<file path="src/rtl/fifo_cbb_prefetch_pkg.sv">
// Shared constants for the fifo_cbb prefetch buffer: upstream read latency modes and count width.
// No logic; latency n/a.
// Backpressure n/a.
package fifo_cbb_prefetch_pkg;

    localparam int LAT_AHEAD  = 0;
    localparam int LAT_NORMAL = 1;
    localparam int LAT_OREG   = 2;

    // pre_cnt must represent 0..PRE_DEPTH inclusive
    function automatic int pre_cnt_width(input int depth);
        return $clog2(depth) + 1;
    endfunction

endpackage

</file>
<file path="src/rtl/fifo_cbb_prefetch_ram.sv">
// Prefetch storage: PRE_DEPTH x FIFO_WIDTH register array, one write port, asynchronous read.
// Write lands on the rising edge; read is combinational.
// No backpressure; the caller guarantees it never overwrites a live entry.
module fifo_cbb_prefetch_ram #(
    parameter int FIFO_WIDTH = 8,
    parameter int PRE_DEPTH  = 4
) (
    input  logic                         clk_sys,
    input  logic                         wr_en,
    input  logic [$clog2(PRE_DEPTH)-1:0] wr_addr,
    input  logic [FIFO_WIDTH-1:0]        wr_dat,
    input  logic [$clog2(PRE_DEPTH)-1:0] rd_addr,
    output logic [FIFO_WIDTH-1:0]        rd_dat
);

    logic [FIFO_WIDTH-1:0] mem [PRE_DEPTH];

    always_ff @(posedge clk_sys) begin
        if (wr_en) begin
            mem[wr_addr] <= wr_dat;
        end
    end

    assign rd_dat = mem[rd_addr];

endmodule

</file>
<file path="src/rtl/fifo_cbb_prefetch.sv">
// Prefetches words from an upstream fifo_cbb into a small buffer with a registered head (rdata).
// First word appears RD_LATENCY+1 cycles after the upstream read; pops take effect next cycle.
// Upstream reads are credit-limited by stored + in-flight words; ren on empty is dropped and flagged.
module fifo_cbb_prefetch
    import fifo_cbb_prefetch_pkg::*;
#(
    parameter int FIFO_WIDTH = 8,
    parameter int PRE_DEPTH  = 4,
    parameter int RD_LATENCY = LAT_NORMAL
) (
    input  logic                                clk_sys,
    input  logic                                reset,
    input  logic                                fifo_empty,
    input  logic [FIFO_WIDTH-1:0]               fifo_rdata,
    output logic                                pre_fifo_ren,
    input  logic                                ren,
    output logic [FIFO_WIDTH-1:0]               rdata,
    output logic                                empty,
    output logic [pre_cnt_width(PRE_DEPTH)-1:0] pre_cnt,
    output logic                                ren_err
);

    localparam int CW = pre_cnt_width(PRE_DEPTH);
    localparam int PW = $clog2(PRE_DEPTH);

    logic [CW-1:0]         inflight;
    logic                  wr_vld;
    logic [PW-1:0]         wr_ptr;
    logic [PW-1:0]         rd_ptr;
    logic [PW-1:0]         rd_nxt_ptr;
    logic [FIFO_WIDTH-1:0] nxt_dat;
    logic                  pop;
    logic [CW:0]           occupancy;

    generate
        if (RD_LATENCY == LAT_AHEAD) begin : g_ahead
            assign wr_vld   = pre_fifo_ren;
            assign inflight = '0;
        end else begin : g_lat
            logic [RD_LATENCY-1:0] lat_sr;

            always_ff @(posedge clk_sys) begin
                if (reset) begin
                    lat_sr <= '0;
                end else begin
                    lat_sr[0] <= pre_fifo_ren;
                    for (int i = 1; i < RD_LATENCY; i++) begin
                        lat_sr[i] <= lat_sr[i-1];
                    end
                end
            end

            always_comb begin
                inflight = '0;
                for (int i = 0; i < RD_LATENCY; i++) begin
                    inflight = inflight + CW'(lat_sr[i]);
                end
            end

            assign wr_vld = lat_sr[RD_LATENCY-1];
        end
    endgenerate

    // A pop in the same cycle is deliberately not credited back
    assign occupancy    = {1'b0, pre_cnt} + {1'b0, inflight};
    assign pre_fifo_ren = !reset && !fifo_empty && (occupancy < (CW+1)'(PRE_DEPTH));
    assign pop          = ren && !empty;
    assign rd_nxt_ptr   = rd_ptr + PW'(1);

    fifo_cbb_prefetch_ram #(
        .FIFO_WIDTH (FIFO_WIDTH),
        .PRE_DEPTH  (PRE_DEPTH)
    ) u_ram (
        .clk_sys (clk_sys),
        .wr_en   (wr_vld),
        .wr_addr (wr_ptr),
        .wr_dat  (fifo_rdata),
        .rd_addr (rd_nxt_ptr),
        .rd_dat  (nxt_dat)
    );

    always_ff @(posedge clk_sys) begin
        if (reset) begin
            wr_ptr  <= '0;
            rd_ptr  <= '0;
            pre_cnt <= '0;
            empty   <= 1'b1;
            rdata   <= '0;
            ren_err <= 1'b0;
        end else begin
            ren_err <= ren && empty;
            if (wr_vld) begin
                wr_ptr <= wr_ptr + PW'(1);
            end
            if (pop) begin
                rd_ptr <= rd_nxt_ptr;
            end
            case ({wr_vld, pop})
                2'b10: begin
                    pre_cnt <= pre_cnt + CW'(1);
                    empty   <= 1'b0;
                end
                2'b01: begin
                    pre_cnt <= pre_cnt - CW'(1);
                    empty   <= (pre_cnt == CW'(1));
                end
                default: ;
            endcase
            // With one entry left, the word arriving this cycle becomes the head directly
            if (pop) begin
                if (pre_cnt > CW'(1)) begin
                    rdata <= nxt_dat;
                end else if (wr_vld) begin
                    rdata <= fifo_rdata;
                end
            end else if (wr_vld && empty) begin
                rdata <= fifo_rdata;
            end
        end
    end

endmodule

</file>
<file path="config.mk">
export PLATFORM = sky130hd
export DESIGN_NAME = fifo_cbb_prefetch
export DESIGN_NICKNAME = d
export VERILOG_FILES = /design/src/rtl/fifo_cbb_prefetch_pkg.sv /design/src/rtl/fifo_cbb_prefetch_ram.sv /design/src/rtl/fifo_cbb_prefetch.sv
export SDC_FILE = /design/constraint.sdc
export NUM_CORES = 1
export LEC_CHECK = 0
export BUFFER_PORTS_ARGS = -buffer_cell sky130_fd_sc_hd__buf_4
export CORE_ASPECT_RATIO = 0.6
export CORE_MARGIN = 2
export CORE_UTILIZATION = 35
export CTS_CLUSTER_SIZE = 12
export DETAILED_ROUTE_END_ITERATION = 12
export PLACE_DENSITY = 0.65
export SLEW_MARGIN = 0
export SYNTH_ARGS = -nofsm -noshare
export SYNTH_HDL_FRONTEND = slang
export SYNTH_SLANG_ARGS = --single-unit
</file>
<file path="constraint.sdc">
create_clock -name clk_sys -period 1.95 [get_ports clk_sys]
set_input_delay 0.2925 -clock clk_sys [delete_from_list [all_inputs] [get_ports clk_sys]]
set_output_delay 0.2925 -clock clk_sys [all_outputs]
set_load 0.005 [all_outputs]
</file>
==> results.cfg, run 1 <==
[sta]
maxSlewHeadroom_pct = 64.4
rsz0062_at_grt = no
fin_ws_ns = 0.158
drv_slew = 0
fmax_mhz = 558
finalCriticalPeriod_ns = 1.79
finalHoldViolCount = 0
max_slew.worst_pin.slew_ns = 0.535
finalClockSkew_ns = 0.00631
timing.final.crit_share_pct = 91.9
tns_ns = 0
setup_viol = 0

[finish]
fill_cells = 541
area_growth_pct = 18.7
n_antenna_cell = 0
final_nets = 202
drive_gt1_share_pct = 29.1
stdcell_count = 262

[synth]
synth_top_area_share_pct = 45.1
synth_fp_nets = 173
synthTopCellsByCount = edfxtp_1 (32), dfxtp_1 (18), a21oi_1 (11), o21ai_0 (11), ha_1 (9)
syn_inst = 152
synth_seq_cells = 50
yosysMostFrequentCell = edfxtp_1
ys_warn_count = 0
ys_async_sr_fraction_pct = 0
synth_cell_types = 33
synth-edff-count = 32
synthTopCellsByArea = edfxtp_1 (45%), dfxtp_1 (17%), mux4_2 (8.5%)
avgSynthCellArea_um2 = 14.0
synth_area_mm2 = 0.00213
yosysTopAreaCell = edfxtp_1
yosysSeqAreaShare_pct = 62.1
synth_ff_type = edfxtp_1

[clock_tree]
hold_buffers = 0
clk_latency_ns = 0.30
htree_levels = 2
cts_buffers = 5
cts-root-buf = clkbuf_8
cts_resized = 0
cts_sinks = 50
path_clk_slew_ns = 0.10
cts_tree = built
post-cts-setup-buffer-count = 0
cts_buffer_depth = 2

[worst_setup_path]
worstPathArrival_ns = 2.01
critPathKind = flip-flop to flip-flop
crit_fanout = 9
end_kind = flip-flop
cpMaxStageDelayCell = or3b_1
cp_top_family = simple AND/OR/NAND/NOR gates
critPathBufInv = 1
max_stage_delay_ns = 0.50
path_cells = nand2b_1 > inv_4 > ha_1 > or3b_1 > and2_4 > a311oi_1
start_kind = flip-flop
required_ns = 2.17
r2r_setup_slack_ns = 0.16

[global_route]
grt_overflow = 0
antenna_found_initial = 0
grt_start_max_net_pins = 20
grt_pass1_wl_mm = 6.85
grt_pass1_vias = 1232
grtUsageTotal_pct = 13.8

[power_and_ir_drop]
power_frac_comb_pct = 13.0
internal_power_mw = 1.71
pwr-share-seq_pct = 54.1
power_mw = 2.26
power_leakage_nw = 0.889
p_clk_share_pct = 32.9
p_per_area_mw_per_mm2 = 894
swShare_pct = 24.3
p_switching_mw = 0.549
ir_drop_v = 0.000319

[worst_hold_path]
hold_path.class = input port to flip-flop

[drt]
drt-initial-drc-count = 76
viasPerCell = 5.07
drt-pass1-iter-count = 4
ant_nets = 0
totalWireLength_mm = 4.30
drc = 0
num_vias = 1329
wl_per_cell_um = 16.4

[placed_design]
place_ws_ns = 0.153
place_hpwl_mm = 3.11
gp_congestion = 0.828
port_buffers = 25
dp.cells = 254

[floorplan]
core_area_mm2 = 0.00573
num_io_pins = 26
die_y_um = 64.4
num_rows = 21
design.die.area_mm2 = 0.00674
initial_core_util_pct = 37.2
die-width_um = 105

[status]
status = complete, no violations

[run]
drv_cap = 0
## power by group through the flow
stage                     Clock, mW  Combinational, mW  Sequential (mW)
after global placement            0              0.291             1.25
after detailed placement          0              0.294             1.25
after floorplan                   0              0.179             1.23
after global routing          0.809              0.327             1.23
final                         0.744              0.294             1.22
after CTS                     0.762              0.296             1.22
## worst paths after layout
check,depth (start not counted),end,from
hold / removal,2,g_lat.lat_sr,fifo_empty
hold reg to reg,2,rdata[4],rdata[4]
setup reg to reg,6,rdata[1],empty
setup / recovery,6,rdata[1],empty
## final cells by class
type                       instances  area [um^2]  share of cell area (%)
sequential                        50         1320                    52.3
multi-input combinational         86          727                    28.8
timing repair buffer              31          233                    9.21
tap                               80          100                    3.96
clock buffer                       5         68.8                    2.72
clock inverter                     3         47.5                    1.88
inverter                           7         28.8                    1.14
## cells in the final DEF, fill, tap and decap left out
| cell type | count |
|---|---|
| edfxtp_1 | 32 |
| buf_4 | 31 |
| dfxtp_1 | 18 |
| o21ai_0 | 11 |
| a21oi_1 | 11 |
| ha_1 | 9 |
| mux4_2 | 8 |
| nand3_1 | 8 |
| nor2_1 | 7 |
| a311oi_1 | 7 |
| inv_1 | 6 |
| clkbuf_8 | 5 |
| and2_1 | 4 |
| nor4_1 | 2 |
| xor2_1 | 2 |
| xnor2_1 | 2 |
| nand3b_1 | 2 |
| mux2i_1 | 2 |
| nand2b_1 | 1 |
| inv_4 | 1 |
| nor3_1 | 1 |
| a211oi_1 | 1 |
| nand2_1 | 1 |
| or2_2 | 1 |
| or3b_1 | 1 |
| mux2_2 | 1 |
| and2_4 | 1 |
| a311oi_2 | 1 |
| or3_2 | 1 |
| and3b_1 | 1 |
| bufinv_16 | 1 |
| inv_6 | 1 |
| clkinv_4 | 1 |
## registers in the layout, summed over array words and instances, names as in the netlist
| signal | count |
|---|---|
| g_lat.lat_sr | 1 |
| pre_cnt | 3 |
| ren_err | 1 |
| rdata | 8 |
| empty | 1 |
| rd_ptr | 2 |
| u_ram.mem | 32 |
| wr_ptr | 2 |
## metal layers
metal  track usage [%]  part of all wire (%)
met1              22.1                    52
met2              17.6                    38
met3              4.29                   8.6
met4              3.50                  0.58
met5                 0                     0
## metrics by stage
stage / utilization, % / instance area [um^2] / hold WS [ns]
final: 44.1 / 2530 / 0.158
after global routing: 44.1 / 2530 / 0.154
after CTS: 44.1 / 2530 / 0.152
after detailed placement: 42.1 / 2410 / 0.475
after global placement: 42.1 / 2410 / 0.468
after floorplan: - / 2130 / 0.371
## kinds of logic after synthesis
family	share of synthesized area, %
DFF	62.1
xor gates and xnor gates	1.65
muxes	9.94
adders and majority gates	5.29
and+or+nand+nor	8.17
AOI/OAI and AO/OA	9.11
buffers and inverters	3.76
(Power assumes the default switching activity.)
==> inputs of run 2 (changes only) <==
CELL_PAD_IN_SITES_DETAIL_PLACEMENT = 2   (was unset)
CELL_PAD_IN_SITES_GLOBAL_PLACEMENT = 2   (was unset)
PLACE_DENSITY = 0.83   (was 0.65)
==> run 2 against run 1 <==
Cell count is 1.1% higher. Global-route usage up 4.7 points. Sequential cell count did not move. Combinational power is 16% higher. Setup slack lost 0.12 ns. Largest cell class unchanged. Largest power group unchanged.
==> results.cfg, run 2 (same netlist as run 1, synthesis figures left out) <==
[sta]
drv_slew = 0
max_slew.worst_pin.slew_ns = 0.545
fmax_mhz = 524
timing.final.crit_share_pct = 97.8
tns_ns = 0
hold_ws_ns = 0.146
finalHoldViolCount = 0
finalClockSkew_ns = 0.00735
finalCriticalPeriod_ns = 1.91
rsz0062_at_grt = no
maxSlewHeadroom_pct = 63.5
setup_viol = 0

[worst_setup_path]
worstPathArrival_ns = 2.09
crit_path_start = empty
cpMaxStageDelayCell = or3b_1
end_kind = flip-flop
path_cells = nand2b_1 > inv_4 > ha_1 > or3b_1 > and2_4 > a311oi_1
critPathKind = flip-flop to flip-flop
required_ns = 2.14
r2r_start = empty
start_kind = flip-flop
crit_fanout = 8
max_stage_delay_ns = 0.40

[power_and_ir_drop]
power_frac_comb_pct = 15.7
p_per_area_mw_per_mm2 = 853
p_clk_share_pct = 27.7
internal_power_mw = 1.58
p_switching_mw = 0.583
power_mw = 2.16
ir_drop_v = 0.000291
pwr-share-seq_pct = 56.6
swShare_pct = 27.0
power_leakage_nw = 0.890

[global_route]
grt_overflow = 0
grt_start_max_net_pins = 20
grtUsageTotal_pct = 18.5
grt_pass1_vias = 1536
grt_pass1_wl_mm = 9.19
antenna_found_initial = 0

[placed_design]
port_buffers = 25
dp.cells = 254
gp_congestion = 0.834
place_hpwl_mm = 4.26

[clock_tree]
cts_buffer_depth = 2
path_clk_slew_ns = 0.09
cts_buffers = 5
cts_tree = built
hold_buffers = 0
cts_sinks = 50
clk_latency_ns = 0.30
htree_levels = 2
cts-root-buf = clkbuf_8

[worst_hold_path]
hold_path.class = input port to flip-flop
hp-start = fifo_empty

[finish]
largest_reg_flops = 32
largestRegisters = u_ram.mem x32, rdata x8, pre_cnt x3
area_growth_pct = 19.0
drive_gt1_share_pct = 31.4
n_antenna_cell = 0
final_cell_mix = buf_4 (34), edfxtp_1 (32), dfxtp_1 (18)
regMostFlops = u_ram.mem
final_nets = 205
stdcell_count = 265
fill_cells = 580
postLayoutCoreUtil_pct = 44.2
final_common_cell = buf_4

[run]
drv_cap = 0

[floorplan]
core_area_mm2 = 0.00573
initial_core_util_pct = 37.2
num_io_pins = 26
design.die.area_mm2 = 0.00674
die-width_um = 105
die_y_um = 64.4
num_rows = 21

[drt]
wl_per_cell_um = 22.1
ant_nets = 0
viasPerCell = 5.35
drt-initial-drc-count = 76
num_vias = 1419
drt-pass1-iter-count = 4
drc = 0
totalWireLength_mm = 5.86

[status]
status = complete, no violations
-- run 2: critical path, delay by kind of cell, from the launching register on --
family,cells,cell delay (ns)
flops,1,0.33
fa+ha+maj,1,0.20
compound gates,1,0.32
simple gates,3,0.81
buf+inv,1,0.13
-- run 2: cell type report --
cell class	count	area (um^2)	share of cell area [%]
clock buffers	5	68.8	2.72
clock inverters	3	16.3	0.642
inverters	7	28.8	1.14
multi-input cells	86	743	29.3
flip-flops and latches	50	1320	52.1
well taps	80	100	3.95
repair buffers	34	255	10.1
-- run 2: through the flow --
stage	area (um^2)	setup slack, ns
after floorplan	2130	0.0232
after global placement	2410	0.236
after detailed placement	2410	0.0601
after CTS	2500	0.0410
after global routing	2530	0.0121
final	2530	0.0428
-- run 2: repair_timing --
item | CTS | global route
resized for setup | 1 | 2
pin swaps | 0 | 0
buffers inserted | 0 | 3
hold endpoints to repair | 0 | 0
endpoints found under the setup margin | 1 | 3
-- run 2: worst paths after layout --
kind	end	cells past startpoint	slack [ns]
worst max-delay path	rdata[3]	6	0.04
worst max register to register	rdata[3]	6	0.04
worst min register to register	rd_ptr[1]	2	0.54
worst min-delay path	g_lat.lat_sr	2	0.15
-- run 2: layer usage --
metal,up-vias,track usage [%],part of all wire (%)
li1,633,-,-
met1,742,24.7,47
met2,35,30.9,48
met3,9,4.59,4.4
met4,0,3.83,1.3
met5,-,0,0
-- run 2: power by group through the flow --
stage               combinational (mW)  sequential, mW  clock, mW
detailed placement               0.321            1.25          0
floorplan                        0.179            1.23          0
finish                           0.340            1.22      0.598
CTS                              0.326            1.22      0.604
global placement                 0.291            1.24          0
global route                     0.372            1.23      0.662
==> inputs of run 3 (changes only) <==
PLACE_DENSITY = unset   (was 0.83)
PLACE_DENSITY_LB_ADDON = 0.1   (was unset)
==> run 3 against run 2 <==
Routed wire length down 8.6%. Sequential cell count unchanged. Setup slack better by 0.091 ns. Largest cell class unchanged. Worst hold slack better by 0.021 ns.
==> results.cfg, run 3 (same netlist as run 1, synthesis figures left out) <==
[drt]
num_vias = 1381
drc = 0
drt-pass1-iter-count = 4
wl_per_cell_um = 20.3
ant_nets = 0
viasPerCell = 5.25
totalWireLength_mm = 5.35
drt-initial-drc-count = 71

[placed_design]
dp.cells = 255
place_hpwl_mm = 3.87
port_buffers = 25
placed_cell_area_mm2 = 0.00242
gp_congestion = 0.736
place_ws_ns = 0.124

[clock_tree]
clk_latency_ns = 0.31
post-cts-setup-buffer-count = 0
cts-root-buf = clkbuf_8
path_clk_slew_ns = 0.10
cts_buffer_depth = 2
hold_buffers = 0
cts_sinks = 50
cts_tree = built
cts_buffers = 5
htree_levels = 2

[power_and_ir_drop]
p_per_area_mw_per_mm2 = 894
power_leakage_nw = 0.888
power_mw = 2.27
ir_drop_v = 0.000295

[sta]
finalCriticalPeriod_ns = 1.82
tns_ns = 0
rsz0062_at_grt = no
fin_ws_ns = 0.134
finalClockSkew_ns = 0.0149
hold_ws_ns = 0.167
timing.final.crit_share_pct = 93.1
finalHoldViolCount = 0
fmax_mhz = 551
drv_slew = 0
max_slew.worst_pin.slew_ns = 0.578
setup_viol = 0
maxSlewHeadroom_pct = 61.3

[worst_hold_path]
hold_path.class = input port to flip-flop

[finish]
area_growth_pct = 19.3
largest_reg_flops = 32
largestRegisters = u_ram.mem x32, rdata x8, pre_cnt x3
postLayoutCoreUtil_pct = 44.3
final_nets = 203
design_area_mm2 = 0.00254
drive_gt1_share_pct = 30.1
regMostFlops = u_ram.mem
n_antenna_cell = 0
final_cell_mix = buf_4 (32), edfxtp_1 (32), dfxtp_1 (18)
stdcell_count = 263

[floorplan]
num_rows = 21
num_io_pins = 26
die-width_um = 105
initial_core_util_pct = 37.2
core_area_mm2 = 0.00573
design.die.area_mm2 = 0.00674
die_y_um = 64.4

[worst_setup_path]
worstPathArrival_ns = 2.04
path_cells = nand2b_1 > inv_4 > ha_1 > or3b_1 > and2_4 > a311oi_2
start_kind = flip-flop
cp_top_family = simple AND/OR/NAND/NOR gates
critPathBufInv = 1
required_ns = 2.17
end_kind = flip-flop
max_stage_delay_ns = 0.41
cpMaxStageDelayCell = or3b_1
critPathKind = flip-flop to flip-flop
crit_fanout = 11

[status]
status = complete, no violations

[global_route]
antenna_found_initial = 0
grt_pass1_vias = 1437
grt_overflow = 0
grtUsageTotal_pct = 17.2
grt_pass1_wl_mm = 8.57
grt_start_max_net_pins = 20

[run]
drv_cap = 0
[run 3: cell types whose count changed in the layout (fill, tap and decap cells not counted), sizes merged]
cell | before | now
clkbuf | 5 | 6
bufinv | 0 | 1
clkinv | 2 | 0
buf | 34 | 32
[run 3: layout make-up]
class | instances | area, um^2
Multi-Input combinational cell | 86 | 739
Clock inverter | 2 | 37.5
Inverter | 7 | 28.8
Timing Repair Buffer | 32 | 240
Fill cell | 594 | 3190
Clock buffer | 6 | 72.6
Tap cell | 80 | 100
Sequential cell | 50 | 1320
[run 3: timing repair]
action / in CTS / in global routing
setup endpoints to repair: 0 / 1
gates resized for setup: 0 / 2
hold endpoints to repair: 0 / 0
[run 3: power by group]
group / total (mW) / internal (mW) / switching, mW
logic: 0.324 / 0.148 / 0.176
clock network: 0.728 / 0.383 / 0.344
registers: 1.22 / 1.18 / 0.0403
total: 2.27 / 1.71 / 0.561
[run 3: final timing paths]
| path | slack (ns) | cells past startpoint | from | to |
|---|---|---|---|---|
| max | 0.13 | 6 | empty | rdata[2] |
| min | 0.17 | 2 | fifo_empty | g_lat.lat_sr |
| max reg2reg | 0.13 | 6 | empty | rdata[2] |
| min reg2reg | 0.54 | 2 | rdata[7] | rdata[7] |
[run 3: routing by layer]
metal / up-vias / GRT usage, % / wire [um]
met1: 713 / 25.0 / 2630
met4: 0 / 5.33 / 44
met5: - / 0 / 0
met2: 32 / 26.2 / 2470
li1: 631 / - / -
met3: 5 / 3.27 / 202
